### src/rtl/gsim_mtx_fetch.sv
// gsim_mtx_fetch: matrix-memory fetch engine for the Gauss-Seidel machine.
// Streams M matrices of (N+1) words each (word 0 = b, words 1..N = rows of A).
// Reads are credit limited so that in-flight reads plus buffered words never
// exceed FIFO_DEPTH. Returned words are buffered, tagged and handed downstream.
//
// Ports
//   i_clk, i_rst_n     clock, async active-low reset
//   i_start            start pulse, honoured only in IDLE
//   i_matrix_num       matrix count M, latched on accepted start
//   o_busy / o_done    run in progress / one-cycle completion pulse
//   o_mem_rreq/_addr   read request and address, held until i_mem_rrdy
//   i_mem_dout(_vld)   read data, in request order
//   o_row_vld/_data    output FIFO head
//   o_row_mtx/_idx     tag of the head word (matrix, word index)
//   o_row_last         head is the final word of the final matrix
//   i_row_rdy          downstream pop
//
// state | meaning
// ------+------------------------------------------------------------
// IDLE  | waiting for i_start
// FETCH | issuing read requests as credits allow
// DRAIN | all requests issued; waiting for returns and FIFO to empty
// DONE  | one-cycle completion pulse
module gsim_mtx_fetch #(
  parameter int DATA_W     = 256,
  parameter int ADDR_W     = 10,
  parameter int N          = 16,
  parameter int MNUM_W     = 5,
  parameter int FIFO_DEPTH = 4,
  parameter int BASE_ADDR  = 0,
  localparam int IDX_W     = $clog2(N + 1)
) (
  input  logic              i_clk,
  input  logic              i_rst_n,
  input  logic              i_start,
  input  logic [MNUM_W-1:0] i_matrix_num,
  output logic              o_busy,
  output logic              o_done,
  output logic              o_mem_rreq,
  output logic [ADDR_W-1:0] o_mem_addr,
  input  logic              i_mem_rrdy,
  input  logic [DATA_W-1:0] i_mem_dout,
  input  logic              i_mem_dout_vld,
  output logic              o_row_vld,
  output logic [DATA_W-1:0] o_row_data,
  output logic [MNUM_W-1:0] o_row_mtx,
  output logic [IDX_W-1:0]  o_row_idx,
  output logic              o_row_last,
  input  logic              i_row_rdy
);

  localparam int PTR_W = $clog2(FIFO_DEPTH);
  localparam int CNT_W = PTR_W + 1;
  localparam logic [IDX_W-1:0]  LAST_IDX = IDX_W'(N);
  localparam logic [CNT_W:0]    CREDITS  = (CNT_W + 1)'(FIFO_DEPTH);
  localparam logic [ADDR_W-1:0] BASE     = ADDR_W'(BASE_ADDR);

  typedef enum logic [1:0] {S_IDLE, S_FETCH, S_DRAIN, S_DONE} state_t;

  state_t            state_q, state_d;
  logic [MNUM_W-1:0] m_total_q, m_total_d;
  logic [MNUM_W-1:0] m_req_q, m_req_d;
  logic [IDX_W-1:0]  r_req_q, r_req_d;
  logic [ADDR_W-1:0] addr_q, addr_d;
  logic [MNUM_W-1:0] m_ret_q, m_ret_d;
  logic [IDX_W-1:0]  r_ret_q, r_ret_d;
  logic [CNT_W-1:0]  inflight_q, inflight_d;
  logic [CNT_W-1:0]  fifo_cnt_q, fifo_cnt_d;
  logic [PTR_W-1:0]  wr_ptr_q, wr_ptr_d;
  logic [PTR_W-1:0]  rd_ptr_q, rd_ptr_d;

  logic [DATA_W-1:0] fifo_data_q [FIFO_DEPTH];
  logic [MNUM_W-1:0] fifo_mtx_q  [FIFO_DEPTH];
  logic [IDX_W-1:0]  fifo_idx_q  [FIFO_DEPTH];

  logic mem_rreq, accept, push, pop, req_last, start_ok;

  always_comb begin
    // Credit check covers reads still in flight, so the FIFO can never overflow.
    mem_rreq = (state_q == S_FETCH) &&
               (({1'b0, inflight_q} + {1'b0, fifo_cnt_q}) < CREDITS);
    accept   = mem_rreq & i_mem_rrdy;
    // Returns with nothing outstanding (e.g. stale data after reset) are dropped.
    push     = i_mem_dout_vld & (inflight_q != '0);
    pop      = (fifo_cnt_q != '0) & i_row_rdy;
    req_last = (m_req_q == m_total_q - MNUM_W'(1)) && (r_req_q == LAST_IDX);
    start_ok = (state_q == S_IDLE) & i_start;
  end

  always_comb begin
    inflight_d = inflight_q;
    if (accept && !push)      inflight_d = inflight_q + CNT_W'(1);
    else if (!accept && push) inflight_d = inflight_q - CNT_W'(1);

    fifo_cnt_d = fifo_cnt_q;
    if (push && !pop)      fifo_cnt_d = fifo_cnt_q + CNT_W'(1);
    else if (!push && pop) fifo_cnt_d = fifo_cnt_q - CNT_W'(1);

    wr_ptr_d = push ? wr_ptr_q + PTR_W'(1) : wr_ptr_q;
    rd_ptr_d = pop  ? rd_ptr_q + PTR_W'(1) : rd_ptr_q;
  end

  // Return-side tag counter, independent of the request counter.
  always_comb begin
    m_ret_d = m_ret_q;
    r_ret_d = r_ret_q;
    if (start_ok) begin
      m_ret_d = '0;
      r_ret_d = '0;
    end else if (push) begin
      if (r_ret_q == LAST_IDX) begin
        r_ret_d = '0;
        m_ret_d = m_ret_q + MNUM_W'(1);
      end else begin
        r_ret_d = r_ret_q + IDX_W'(1);
      end
    end
  end

  always_comb begin
    state_d   = state_q;
    m_total_d = m_total_q;
    m_req_d   = m_req_q;
    r_req_d   = r_req_q;
    addr_d    = addr_q;
    case (state_q)
      S_IDLE: begin
        if (i_start) begin
          m_total_d = i_matrix_num;
          m_req_d   = '0;
          r_req_d   = '0;
          addr_d    = BASE;
          state_d   = (i_matrix_num == '0) ? S_DONE : S_FETCH;
        end
      end
      S_FETCH: begin
        if (accept) begin
          addr_d = addr_q + ADDR_W'(1);
          if (req_last) begin
            state_d = S_DRAIN;
          end else if (r_req_q == LAST_IDX) begin
            r_req_d = '0;
            m_req_d = m_req_q + MNUM_W'(1);
          end else begin
            r_req_d = r_req_q + IDX_W'(1);
          end
        end
      end
      // Looking at next-cycle counts makes o_done follow the final pop by one cycle.
      S_DRAIN: if ((inflight_d == '0) && (fifo_cnt_d == '0)) state_d = S_DONE;
      S_DONE:  state_d = S_IDLE;
      default: state_d = S_IDLE;
    endcase
  end

  always_ff @(posedge i_clk or negedge i_rst_n) begin
    if (!i_rst_n) begin
      state_q    <= S_IDLE;
      m_total_q  <= '0;
      m_req_q    <= '0;
      r_req_q    <= '0;
      addr_q     <= '0;
      m_ret_q    <= '0;
      r_ret_q    <= '0;
      inflight_q <= '0;
      fifo_cnt_q <= '0;
      wr_ptr_q   <= '0;
      rd_ptr_q   <= '0;
    end else begin
      state_q    <= state_d;
      m_total_q  <= m_total_d;
      m_req_q    <= m_req_d;
      r_req_q    <= r_req_d;
      addr_q     <= addr_d;
      m_ret_q    <= m_ret_d;
      r_ret_q    <= r_ret_d;
      inflight_q <= inflight_d;
      fifo_cnt_q <= fifo_cnt_d;
      wr_ptr_q   <= wr_ptr_d;
      rd_ptr_q   <= rd_ptr_d;
    end
  end

  // Storage is reset so the head outputs are never X.
  always_ff @(posedge i_clk or negedge i_rst_n) begin
    if (!i_rst_n) begin
      for (int i = 0; i < FIFO_DEPTH; i++) begin
        fifo_data_q[i] <= '0;
        fifo_mtx_q[i]  <= '0;
        fifo_idx_q[i]  <= '0;
      end
    end else if (push) begin
      fifo_data_q[wr_ptr_q] <= i_mem_dout;
      fifo_mtx_q[wr_ptr_q]  <= m_ret_q;
      fifo_idx_q[wr_ptr_q]  <= r_ret_q;
    end
  end

  assign o_busy     = (state_q == S_FETCH) || (state_q == S_DRAIN);
  assign o_done     = (state_q == S_DONE);
  assign o_mem_rreq = mem_rreq;
  assign o_mem_addr = addr_q;
  assign o_row_vld  = (fifo_cnt_q != '0);
  assign o_row_data = fifo_data_q[rd_ptr_q];
  assign o_row_mtx  = fifo_mtx_q[rd_ptr_q];
  assign o_row_idx  = fifo_idx_q[rd_ptr_q];
  assign o_row_last = o_row_vld && (o_row_mtx == m_total_q - MNUM_W'(1)) &&
                      (o_row_idx == LAST_IDX);

endmodule

### config.mk
export PLATFORM = sky130hd
export DESIGN_NAME = gsim_mtx_fetch
export DESIGN_NICKNAME = d
export VERILOG_FILES = /design/src/rtl/gsim_mtx_fetch.sv
export SDC_FILE = /design/constraint.sdc
export NUM_CORES = 1
export LEC_CHECK = 0
export CORE_MARGIN = 3
export CORE_UTILIZATION = 50
export DETAILED_ROUTE_END_ITERATION = 10
export PLACE_DENSITY = 0.72
export SLEW_MARGIN = 25
export SYNTH_ARGS = -nofsm -noshare
export SYNTH_HDL_FRONTEND = slang
export SYNTH_SLANG_ARGS = --single-unit
### constraint.sdc
create_clock -name i_clk -period 5.65 [get_ports i_clk]
set_input_delay 0.8475 -clock i_clk [delete_from_list [all_inputs] [get_ports i_clk]]
set_output_delay 0.8475 -clock i_clk [all_outputs]
set_load 0.01 [all_outputs]
Yosys cells after proc, flatten, opt, wreduce, memory -nomap -nowiden. Cells that the tools add are included.

Flip-flop bits (word level): 1111. Bits of input ports: 267. Output and inout port bits: 281. Logic and storage cells: 133.

Add/sub/neg operators: 13. Order comparisons: 4. Eq/ne operators: 14. Muxes and demuxes: 44. Bitwise logic cells: 6. Reductions and logical operators: 29.

Operators by type and width (count): $bwmux W1024 (1); $mux W256 (3); $bmux W256 S2 (1); $demux W256 S2 (1); $mux W5 (18); $bwmux W20 (2); $add A5 B1 Y5 const B (4); $bmux W5 S2 (2); $mux W10 (2); $pmux W10 S2 (1); $pmux W5 S2 (2); $eq A5 B5 Y1 const B (3); $mux W3 (4); $ne A2 B2 Y1 const B (6); $add A10 B1 Y10 const B (1); $demux W5 S2 (1); $eq A5 B5 Y1 (2); $logic_and A1 B1 Y1 (10); $mux W2 (5); $pmux W2 S4 (1); $reduce_and A4 Y1 (2); $add A3 B1 Y3 const B (2); $ge A3 B3 Y1 const B (2); $logic_not A3 Y1 (2); other kinds (19) (32).

Depth between registers and ports, before layout.
Word-level depth: 12. Gate-level depth with buffers: 11. Mapped depth without buffers: 9.

Worst setup path before layout. Ideal clock, no wire load.

Path type: register -> output. From: register rd_ptr_q[0]. To: output o_row_data[125]. Arrival time: 2.391 ns. Data required time: 4.803 ns. Path slack: 2.411 ns. Stages on the path, launching flop included: 6. Buffers on the path: 4. Path through: dfrtp_1 buf_2 buf_1 buf_2 buf_1 mux4_2.

Word-level cells in the longest chain between the ends: 4.

RTL lines: start: declaration (line 70) `logic [PTR_W-1:0] rd_ptr_q, rd_ptr_d;`; start signal: assignment (line 180) `rd_ptr_q <= rd_ptr_d;`; $not A2 Y3 (not written as such) (line 204) `assign o_row_data = fifo_data_q[rd_ptr_q];`; $bmux W256 S2 (line 204); $mux W256 (not written as such) (2 in a row) (line 204); end: declaration (line 45) `output logic [DATA_W-1:0] o_row_data,`.

Every way passes these cells. The select of a mux whose other input is x is not followed.

Worst setup path after layout.
From: register rd_ptr_q[0]. To: output o_row_last.

Word-level cells in the longest chain between the ends: 7. Elaborated cells on any way between the ends: 11. Classes of those cells: eq/ne (2); mux (6); bitwise (1); reduce/logical (2).

RTL lines: $not A2 Y3 (not written as such) (*) (line 205, 206); $bmux W5 S2 (line 205) `assign o_row_mtx = fifo_mtx_q[rd_ptr_q];`; $mux W5 (not written as such) (2 in a row) (line 205); $eq A5 B5 Y1 (line 207) `assign o_row_last = o_row_vld && (o_row_mtx == m_total_q - MNUM_W'(1)) &&`; $logic_and A1 B1 Y1 (line 207); $logic_and A1 B1 Y1 (*) (line 207); end: declaration (line 48) `output logic o_row_last,`.

Every way passes the cells marked *; elsewhere a longest branch is shown, timed or not. The select of a mux whose other input is x is not followed.

==> impl_metrics.csv <==
group,metric,value,unit
status,status,"complete, no violations",
pwr,totalPowerFinal,38.9,mW
yosys,mappedNetlistNets,3208,
hold_path,hp-class,"in -> async",
worst_setup_path,reg2regPathDepth,7,
timing,rsz0062_at_grt,"no",
finish,layout.nets,3725,
yosys,synth-edff-count,0,
cts,cts_setup_buffers,0,
cts,root_buffer,"clkbuf_16",
floorplanning,die_area,0.100,sq mm
yosys,synth-async-reset-ratio,100,%
routing,vias,27585,
worst_setup_path,end_kind,"output port",
placement,io_buffers,547,
yosys,synthFlopType,"dfrtp_1",
yosys,yosysUniqueCellTypes,48,
grt,grt_overflow,0,
worst_setup_path,crit_slowest_cell,"dfrtp_4",
worst_setup_path,path_cells,"mux4_2 > xnor2_1 > xor2_1 > nand2_1 > o21ai_0 > nand3_1 > a211oi_1 > clkdlybuf4s50_1",
placement,post-dp-hpwl,76000,um
grt,grt_pass1_wl,184000,um
timing,drv_slew,0,
yosys,yosys_register_bits,1111,
worst_setup_path,cp_num_buf_inv,1,
timing,min_period,4.81,ns
routing,via_per_inst,5.72,
routing,drc_errors,0,
cts,cts_tree,"yes",
yosys,netlist_area,0.0482,sq mm
timing,tns,0,ns
floorplanning,die_w,317,um
floorplanning,die_h,317,um
worst_setup_path,crit_type,"reg -> out",
grt,grt_max_degree,157,
yosys,synth_cells,2916,
timing,finalHoldViolCount,0,
run,cap_violations,0,
pwr,powerDensity,658,mW/mm^2
routing,firstDrtPassIters,5,
cts,cts.path.max_buffers,3,
floorplanning,std_cell_rows,113,
floorplanning,core-area,0.0953,sq mm
worst_setup_path,max_stage_delay,0.92,ns
routing,wl,118000,um
timing,finalSetupViolations,0,
finish,area_delta_synth_final,22.6,%
timing,tightest_slew,1.05,ns
worst_setup_path,r2r_start,"state_q[1]",
finish,drive_above_1_share,44.3,%
cts,post_cts_resized,0,
timing,relSlewSlack,29.4,%
worst_setup_path,required,4.80,ns
routing,drt_iter0_drc,1422,
timing,fin_skew,0.0341,ns
worst_setup_path,crit_family,"flip-flops",
grt,grt_pass1_vias,31392,
pwr,p_leak,24.9,nW
worst_setup_path,cp.arrival,3.96,ns
grt,grt_usage,23.7,%
finish,layout.cells.most_common_list,"dfrtp_1 (1109), mux2_2 (1056), clkdlybuf4s50_1 (546)",
pwr,vdd_drop_max,0.000351,V
cts,cts-buffers-inserted,117,
worst_setup_path,rrSetupSlack,1.80,ns
worst_setup_path,r2r_end,"m_req_q[3]",
routing,drtAntennaViolNets,0,
finish,final_common_cell,"dfrtp_1",
cts,insertion_delay,0.71,ns
yosys,ys_seq_area_share,57.7,%
cts,cts.clk_slew.worst_paths,0.06,ns
cts,cts_sinks,1111,
placement,gp_congestion,0.787,
yosys,avgSynthCellArea,16.5,sq um
cts,hold_buffers,0,
yosys,yosys_warnings,0,
timing,fmax,208,MHz
floorplanning,start_util,50.6,%
cts,h-tree-depth,3,
worst_setup_path,cp_max_fo,35,
grt,antenna_found_initial,31,
routing,wl_per_cell,24.5,um
worst_setup_path,setup.worst_path.start_class,"flop",
timing,fin_crit_sh,85.0,%
floorplanning,io_pins,548,
## cell type report
| cell class | count | area, sq um |
|---|---|---|
| multi-input cells | 1597 | 19700 |
| fillers | 6952 | 36200 |
| clock inverters | 40 | 430 |
| inverters | 20 | 75.1 |
| well taps | 1265 | 1580 |
| diodes | 30 | 75.1 |
| repair buffers | 586 | 6050 |
| clock buffers | 170 | 3440 |
| flip-flops and latches | 1111 | 27800 |
## cells in the mapped netlist (11+ instances only)
cell type | number | area share (%)
clkbuf_1 | 138 | 1.1
buf_1 | 46 | 0.36
nand2_1 | 50 | 0.39
dfrtp_1 | 1111 | 58
xnor2_1 | 15 | 0.27
inv_1 | 20 | 0.16
nand3_1 | 11 | 0.11
ha_1 | 25 | 0.65
mux2_2 | 1056 | 25
nor2_1 | 28 | 0.22
a21oi_1 | 20 | 0.21
o21ai_0 | 30 | 0.31
mux4_2 | 266 | 12
## how the worst max path moves through the flow
stage / to / cells past startpoint / start / slack, ns
finish: o_row_last / 8 / rd_ptr_q[0] / 0.84
floorplan: o_row_data[125] / 5 / rd_ptr_q[0] / 2.41
CTS: o_row_last / 8 / rd_ptr_q[0] / 0.74
global placement: o_row_last / 8 / rd_ptr_q[0] / 1.47
global route: o_row_last / 8 / rd_ptr_q[0] / 0.59
detailed placement: fifo_data_q[112] / 5 / i_mem_dout_vld / 1.50
## state kept, by name (all words and copies together) (netlist names)
register and count:
fifo_data_q 1024, fifo_idx_q 20, fifo_mtx_q 20, o_mem_addr 10, m_req_q 5, m_ret_q 5, m_total_q 5, r_req_q 5
r_ret_q 5, fifo_cnt_q 3, inflight_q 3, rd_ptr_q 2, state_q 2, wr_ptr_q 2
## power breakdown
group / internal [mW] / leakage [nW] / switching [mW] / total [mW]
sequential: 11.9 / 13.4 / 2.08 / 13.9
combinational: 10.3 / 9.60 / 7.04 / 17.3
clock: 4.48 / 1.92 / 3.14 / 7.62
total: 26.6 / 24.9 / 12.3 / 38.9
## stage by stage
step / setup slack (ns) / util, % / hold WS, ns / cells / cell area [sq um]
final: 0.845 / 62.0 / 0.160 / 4819 / 59100
after global routing: 0.591 / 62.0 / 0.207 / 4812 / 59100
after detailed placement: 1.50 / 57.9 / 0.471 / 4578 / 55100
after global placement: 1.47 / 57.8 / 0.458 / 4577 / 55100
after CTS: 0.738 / 61.9 / 0.191 / 4788 / 59000
after floorplan: 2.41 / - / 0.445 / 2916 / 48200
## layer usage
layer	routed length, um	GRT usage (%)	share of wire [%]
met3	6430	5.63	5.4
met1	44300	27.8	38
met2	62500	41.7	53
met5	25	0	0.021
met4	4900	10.1	4.1
## logic make-up after synthesis
family	after synthesis	synth area share (%)
muxes	1325	37.2
buffers and inverters	208	1.63
and+or+nand+nor	145	1.48
AOI/OAI and AO/OA	77	0.963
DFF	1111	57.7
xor gates and xnor gates	25	0.454
adders and majority gates	25	0.649
Note: power is estimated with default switching activity, not from simulation.
